`src/rtl/display_arbiter_if.sv`:
```
// Signal bundle between the display arbiter and its three sources and the segment display.
// The arbiter uses the slave modport. The sources and the display side use the master modport.
interface display_arbiter_if;
  logic [3:0] bg_d0;
  logic [3:0] bg_d1;
  logic       cnt_req;
  logic [3:0] cnt_d0;
  logic [3:0] cnt_d1;
  logic       ovl_req;
  logic [3:0] ovl_d0;
  logic [3:0] ovl_d1;
  logic       ovl_blink;
  logic [3:0] D_0;
  logic [3:0] D_1;
  logic       blank;
  logic [1:0] owner;
  logic       ovl_busy;
  logic       ovl_done;

  modport master (
    output bg_d0, bg_d1, cnt_req, cnt_d0, cnt_d1, ovl_req, ovl_d0, ovl_d1, ovl_blink,
    input  D_0, D_1, blank, owner, ovl_busy, ovl_done
  );

  modport slave (
    input  bg_d0, bg_d1, cnt_req, cnt_d0, cnt_d1, ovl_req, ovl_d0, ovl_d1, ovl_blink,
    output D_0, D_1, blank, owner, ovl_busy, ovl_done
  );
endinterface

```
`src/rtl/display_arbiter.sv`:
```
// Fixed-priority owner of the two-digit display: a timed overlay beats the counter, and the
// counter beats the background. Every output is registered.
module display_arbiter #(
  parameter int unsigned HOLD_CYCLES = 100_000_000,
  parameter int unsigned BLINK_HALF  = 25_000_000
) (
  input logic               clock,
  input logic               reset,
  display_arbiter_if.slave  bus
);

  localparam int unsigned HoldW  = (HOLD_CYCLES > 1) ? $clog2(HOLD_CYCLES) : 1;
  localparam int unsigned BlinkW = (BLINK_HALF > 1) ? $clog2(BLINK_HALF) : 1;

  typedef enum logic [1:0] {StBg, StCnt, StOvl} state_e;

  state_e              state_q, state_d;
  logic [3:0]          d0_q, d0_d, d1_q, d1_d;
  logic [1:0]          owner_q, owner_d;
  logic                blank_q, blank_d;
  logic                busy_q, busy_d;
  logic                done_q, done_d;
  logic                blink_en_q, blink_en_d;
  logic [HoldW-1:0]    hold_q, hold_d;
  logic [BlinkW-1:0]   blink_cnt_q, blink_cnt_d;

  always_comb begin
    state_d     = state_q;
    d0_d        = d0_q;
    d1_d        = d1_q;
    owner_d     = owner_q;
    blank_d     = 1'b0;
    busy_d      = 1'b0;
    done_d      = 1'b0;
    blink_en_d  = blink_en_q;
    hold_d      = hold_q;
    blink_cnt_d = blink_cnt_q;

    // A trigger always wins, even on the expiry edge of a running overlay.
    if (bus.ovl_req) begin
      state_d     = StOvl;
      d0_d        = bus.ovl_d0;
      d1_d        = bus.ovl_d1;
      blink_en_d  = bus.ovl_blink;
      owner_d     = 2'd2;
      busy_d      = 1'b1;
      hold_d      = HoldW'(HOLD_CYCLES - 1);
      blink_cnt_d = '0;
    end else if (state_q == StOvl && hold_q != '0) begin
      busy_d  = 1'b1;
      hold_d  = hold_q - 1'b1;
      blank_d = blank_q;
      if (blink_cnt_q == BlinkW'(BLINK_HALF - 1)) begin
        blink_cnt_d = '0;
        blank_d     = blink_en_q & ~blank_q;
      end else begin
        blink_cnt_d = blink_cnt_q + 1'b1;
      end
    end else begin
      // Plain BG/CNT selection. This also serves as the overlay exit edge.
      done_d = (state_q == StOvl);
      if (bus.cnt_req) begin
        state_d = StCnt;
        d0_d    = bus.cnt_d0;
        d1_d    = bus.cnt_d1;
        owner_d = 2'd1;
      end else begin
        state_d = StBg;
        d0_d    = bus.bg_d0;
        d1_d    = bus.bg_d1;
        owner_d = 2'd0;
      end
    end
  end

  always_ff @(posedge clock) begin
    if (reset) begin
      state_q     <= StBg;
      d0_q        <= '0;
      d1_q        <= '0;
      owner_q     <= '0;
      blank_q     <= 1'b0;
      busy_q      <= 1'b0;
      done_q      <= 1'b0;
      blink_en_q  <= 1'b0;
      hold_q      <= '0;
      blink_cnt_q <= '0;
    end else begin
      state_q     <= state_d;
      d0_q        <= d0_d;
      d1_q        <= d1_d;
      owner_q     <= owner_d;
      blank_q     <= blank_d;
      busy_q      <= busy_d;
      done_q      <= done_d;
      blink_en_q  <= blink_en_d;
      hold_q      <= hold_d;
      blink_cnt_q <= blink_cnt_d;
    end
  end

  assign bus.D_0      = d0_q;
  assign bus.D_1      = d1_q;
  assign bus.blank    = blank_q;
  assign bus.owner    = owner_q;
  assign bus.ovl_busy = busy_q;
  assign bus.ovl_done = done_q;

endmodule

```
`src/flat_wrapper.sv`:
```
// flat-port wrapper written by rule: the top's interface ports become plain ports
module display_arbiter_flat 
#(
  parameter int unsigned HOLD_CYCLES = 100_000_000,
  parameter int unsigned BLINK_HALF  = 25_000_000
)
  (clock, reset, bus_bg_d0, bus_bg_d1, bus_cnt_req, bus_cnt_d0, bus_cnt_d1, bus_ovl_req, bus_ovl_d0, bus_ovl_d1, bus_ovl_blink, bus_D_0, bus_D_1, bus_blank, bus_owner, bus_ovl_busy, bus_ovl_done);
  display_arbiter_if bus_i ();
  input logic clock;
  input logic reset;
  input wire logic [$bits(bus_i.bg_d0)-1:0] bus_bg_d0;
  input wire logic [$bits(bus_i.bg_d1)-1:0] bus_bg_d1;
  input wire logic [$bits(bus_i.cnt_req)-1:0] bus_cnt_req;
  input wire logic [$bits(bus_i.cnt_d0)-1:0] bus_cnt_d0;
  input wire logic [$bits(bus_i.cnt_d1)-1:0] bus_cnt_d1;
  input wire logic [$bits(bus_i.ovl_req)-1:0] bus_ovl_req;
  input wire logic [$bits(bus_i.ovl_d0)-1:0] bus_ovl_d0;
  input wire logic [$bits(bus_i.ovl_d1)-1:0] bus_ovl_d1;
  input wire logic [$bits(bus_i.ovl_blink)-1:0] bus_ovl_blink;
  output wire logic [$bits(bus_i.D_0)-1:0] bus_D_0;
  output wire logic [$bits(bus_i.D_1)-1:0] bus_D_1;
  output wire logic [$bits(bus_i.blank)-1:0] bus_blank;
  output wire logic [$bits(bus_i.owner)-1:0] bus_owner;
  output wire logic [$bits(bus_i.ovl_busy)-1:0] bus_ovl_busy;
  output wire logic [$bits(bus_i.ovl_done)-1:0] bus_ovl_done;
  assign bus_i.bg_d0 = bus_bg_d0;
  assign bus_i.bg_d1 = bus_bg_d1;
  assign bus_i.cnt_req = bus_cnt_req;
  assign bus_i.cnt_d0 = bus_cnt_d0;
  assign bus_i.cnt_d1 = bus_cnt_d1;
  assign bus_i.ovl_req = bus_ovl_req;
  assign bus_i.ovl_d0 = bus_ovl_d0;
  assign bus_i.ovl_d1 = bus_ovl_d1;
  assign bus_i.ovl_blink = bus_ovl_blink;
  assign bus_D_0 = bus_i.D_0;
  assign bus_D_1 = bus_i.D_1;
  assign bus_blank = bus_i.blank;
  assign bus_owner = bus_i.owner;
  assign bus_ovl_busy = bus_i.ovl_busy;
  assign bus_ovl_done = bus_i.ovl_done;
  display_arbiter #(.HOLD_CYCLES(HOLD_CYCLES), .BLINK_HALF(BLINK_HALF)) u_core (.clock(clock), .reset(reset), .bus(bus_i));
endmodule
```
`config.mk`:
```
export PLATFORM = sky130hd
export DESIGN_NAME = display_arbiter_flat
export DESIGN_NICKNAME = d
export VERILOG_FILES = /design/src/rtl/display_arbiter_if.sv /design/src/rtl/display_arbiter.sv /design/src/flat_wrapper.sv
export SDC_FILE = /design/constraint.sdc
export NUM_CORES = 1
export LEC_CHECK = 0
export BUFFER_PORTS_ARGS = -buffer_cell sky130_fd_sc_hd__buf_2
export CORE_MARGIN = 4
export CORE_UTILIZATION = 40
export CTS_BUF_LIST = sky130_fd_sc_hd__clkbuf_16
export CTS_CLUSTER_DIAMETER = 40
export CTS_CLUSTER_SIZE = 24
export DETAILED_ROUTE_END_ITERATION = 12
export PLACE_DENSITY = 0.69
export SYNTH_ARGS = -nofsm -noshare
export SYNTH_HDL_FRONTEND = slang
export SYNTH_SLANG_ARGS = --single-unit
```
`constraint.sdc`:
```
create_clock -name clock -period 3.1 [get_ports clock]
set_input_delay 0.62 -clock clock [delete_from_list [all_inputs] [get_ports clock]]
set_output_delay 0.62 -clock clock [all_outputs]
set_load 0.05 [all_outputs]
```
==> flow_summary.toml <==
[sta]
slew_violations = 0
period_share_pct = 79.4
hold_viol = 0
rsz0062_at_grt = "false"
fin_skew_ns = 0.00939
tns_ns = 0
fmax_ghz = 0.406
worstMarginPinSlew_ns = 0.644
hold_ws_ns = 0.477
relSlewSlack_pct = 57.0
post-route-min-period_ns = 2.46
finalWorstSetupSlack_ns = 0.637
setup_viol = 0

[worst_setup_path]
ff2ff_path_depth = 9
slowest_stage = "and4_1"
r2r_slack_ns = 0.64
startpoint_type = "flip-flop"
worstReg2RegStart = "u_core.hold_q[0]"
worstPathRequired_ns = 3.31
worstSetupPathType = "reg -> reg"
critPathMaxStageDelay_ns = 0.46
cp_data_arrival_time_ns = 2.68
r2r_end = "u_core.bus.D_0[1]"
cp-end-kind = "flip-flop"
path_max_fanout = 25
crit_chain = "inv_1, ha_1, nor4b_1, buf_4, and4_1, a21oi_2, buf_4, and4_1, a311o_1"

[routing]
antenna_left = 0
drtPass1Iterations = 5
drt-initial-drc-count = 217
wl_per_cell_um = 15.8
drc = 0
vias_per_cell = 6.01
drt-total-wl_um = 8720
num_vias = 3316

[die]
die_w_um = 101
start_util_pct = 41.6
core_area_mm2 = 0.00834
die_h_um = 101
rows = 33
die_area_mm2 = 0.0102
io_pins = 42

[global_route]
track_usage_pct = 18.5
overflow = 0
grt_pass1_vias = 3176
grt_max_degree = 27
grt_pass1_wl_um = 15200
antenna_found_initial = 0

[synth]
yosysMostFrequentCell = "dfxtp_1"
synth_area_leaders = "dfxtp_1, or3_1, mux2i_1"
yosys_register_bits = 66
synth_commonest_cells = "dfxtp_1, nand2_1, nor2_1, a21oi_1, or3_1"
synth_area_per_cell_um2 = 8.63
syn_nets = 433
synth_edf_count = 0
postSynthCellCount = 402
ys_warn_count = 0
async_flop_share_pct = 0
synth_area_mm2 = 0.00347
synth_top_cell_by_area = "dfxtp_1"
synthFlopType = "dfxtp_1"
synth_top_area_share_pct = 38.1
synth.distinct_cells = 59
yosysSeqAreaShare_pct = 38.1

[hold_path]
hold_end = "u_core.bus.blank"
hp-class = "reg -> reg"
worstHoldPathCells = 2
worstHoldStart = "u_core.bus.blank"

[placement]
dp_hpwl_um = 6080
dpl_cell_area_mm2 = 0.00378
place_ws_ns = 0.663
dp.cells = 537
gp_congestion = 0.870
port_buffers = 41

[clock_tree]
cts_resized = 0
numClockSinks = 66
htree_num_levels = 3
clk_pin_slew_worst_paths_ns = 0.05
cts_tree = "done"
clock_latency_ns = 0.33
post_cts.repair.setup_buffers = 0
cts_hold_buf = 0
cts_buffers = 9
cts_root_buf = "clkbuf_16"
cts_buffer_depth = 2

[cells_and_area]
postLayoutCoreUtil_pct = 48.4
num_antenna_cells = 0
area_delta_synth_final_pct = 16.2
instances_no_fill = 552
fillers = 809
design_area_mm2 = 0.00403
layout-drive-gt1-share_pct = 17.7
nNetsFinal = 474

[pwr]
power_mw = 2.04
power.density_mw_per_mm2 = 506
p_leak_nw = 1.40
peakVddDrop_mv = 0.291

[outcome]
status = "complete, no violations"

[flow_run]
drv_cap = 0
-- report_power, final --
part / total, mW / internal, mW / switching [mW] / leakage (nW)
clock: 0.869 / 0.521 / 0.348 / 0.125
combinational: 0.259 / 0.0923 / 0.167 / 0.730
sequential: 0.913 / 0.883 / 0.0308 / 0.541
total: 2.04 / 1.50 / 0.545 / 1.40
-- cell usage in the layout, fill, tap and decap left out, drive strengths merged, types with 3 or more instances in the layout --
master,synthesis,routed
a31oi,8,8
nand2,32,32
a311o,6,6
nor2,31,31
a21oi,25,25
and4,11,11
buf,8,52
o311ai,4,4
o31a,3,3
nand4,9,9
clkinv,1,7
o21ai,14,14
inv,6,6
or2,4,4
nor4,11,11
mux2i,13,13
or4,9,9
nor3,22,22
or3,24,24
xnor2,10,10
xor2,4,4
o31ai,10,10
clkbuf,14,9
nand3,14,14
a211oi,4,4
nand2b,3,3
and3,4,4
dfxtp,66,66
nor4b,4,4
a2111oi,8,8
-- cell type report --
type | count | area, um2 | area share [%]
Inverter | 7 | 26.3 | 0.651
Sequential cell | 66 | 1320 | 32.8
Clock inverter | 6 | 25.0 | 0.620
Timing Repair Buffer | 52 | 288 | 7.13
Multi-Input combinational cell | 307 | 2020 | 50.0
Tap cell | 105 | 131 | 3.26
Clock buffer | 9 | 225 | 5.58
-- per-layer routing --
layer | vias to the layer above | GRT usage, % | part of all wire (%)
li1 | 1626 | - | -
met3 | 8 | 5.44 | 6.6
met1 | 1561 | 24.1 | 45
met5 | - | 0 | 0
met4 | 0 | 5.11 | 0.83
met2 | 121 | 29.7 | 47
-- cells by family (layout without fill, tap and decap cells) --
logic type | after synthesis | after routing | synth area share (%)
simple gates | 186 | 186 | 31.1
compound gates | 92 | 92 | 19.0
flops | 66 | 66 | 38.1
buf+inv | 29 | 74 | 3.82
xor+xnor | 14 | 14 | 3.53
mux | 13 | 13 | 3.75
fa+ha+maj | 2 | 2 | 0.721
-- worst max-delay path by stage --
stage,startpoint,cells after the start,to
2_1_floorplan,u_core.hold_q[0],8,u_core.hold_q[14]
3_3_place_gp,u_core.hold_q[0],9,u_core.bus.D_0[1]
3_5_place_dp,u_core.hold_q[0],9,u_core.bus.D_0[2]
4_1_cts,u_core.hold_q[0],9,u_core.bus.D_0[1]
5_1_grt,u_core.hold_q[0],8,u_core.hold_q[23]
6_report,u_core.hold_q[0],9,u_core.bus.D_0[1]
-- state kept, by name (all words and copies together) (netlist names) --
register / count
u_core.bus.ovl_busy: 1
u_core.blink_en_q: 1
u_core.bus.ovl_done: 1
u_core.blink_cnt_q: 25
u_core.state_q: 1
u_core.bus.blank: 1
u_core.bus.owner: 1
u_core.bus.D_0: 4
u_core.bus.D_1: 4
u_core.hold_q: 27
-- critical path, delay by kind of cell, from the launching register on --
| family | cells | cell delay (ns) |
|---|---|---|
| and+or+nand+nor | 3 | 0.94 |
| AOI/OAI and AO/OA | 2 | 0.36 |
| DFF | 1 | 0.34 |
| adders and majority gates | 1 | 0.21 |
| buffers and inverters | 3 | 0.49 |
No activity file was read; power rests on OpenSTA's default activity.
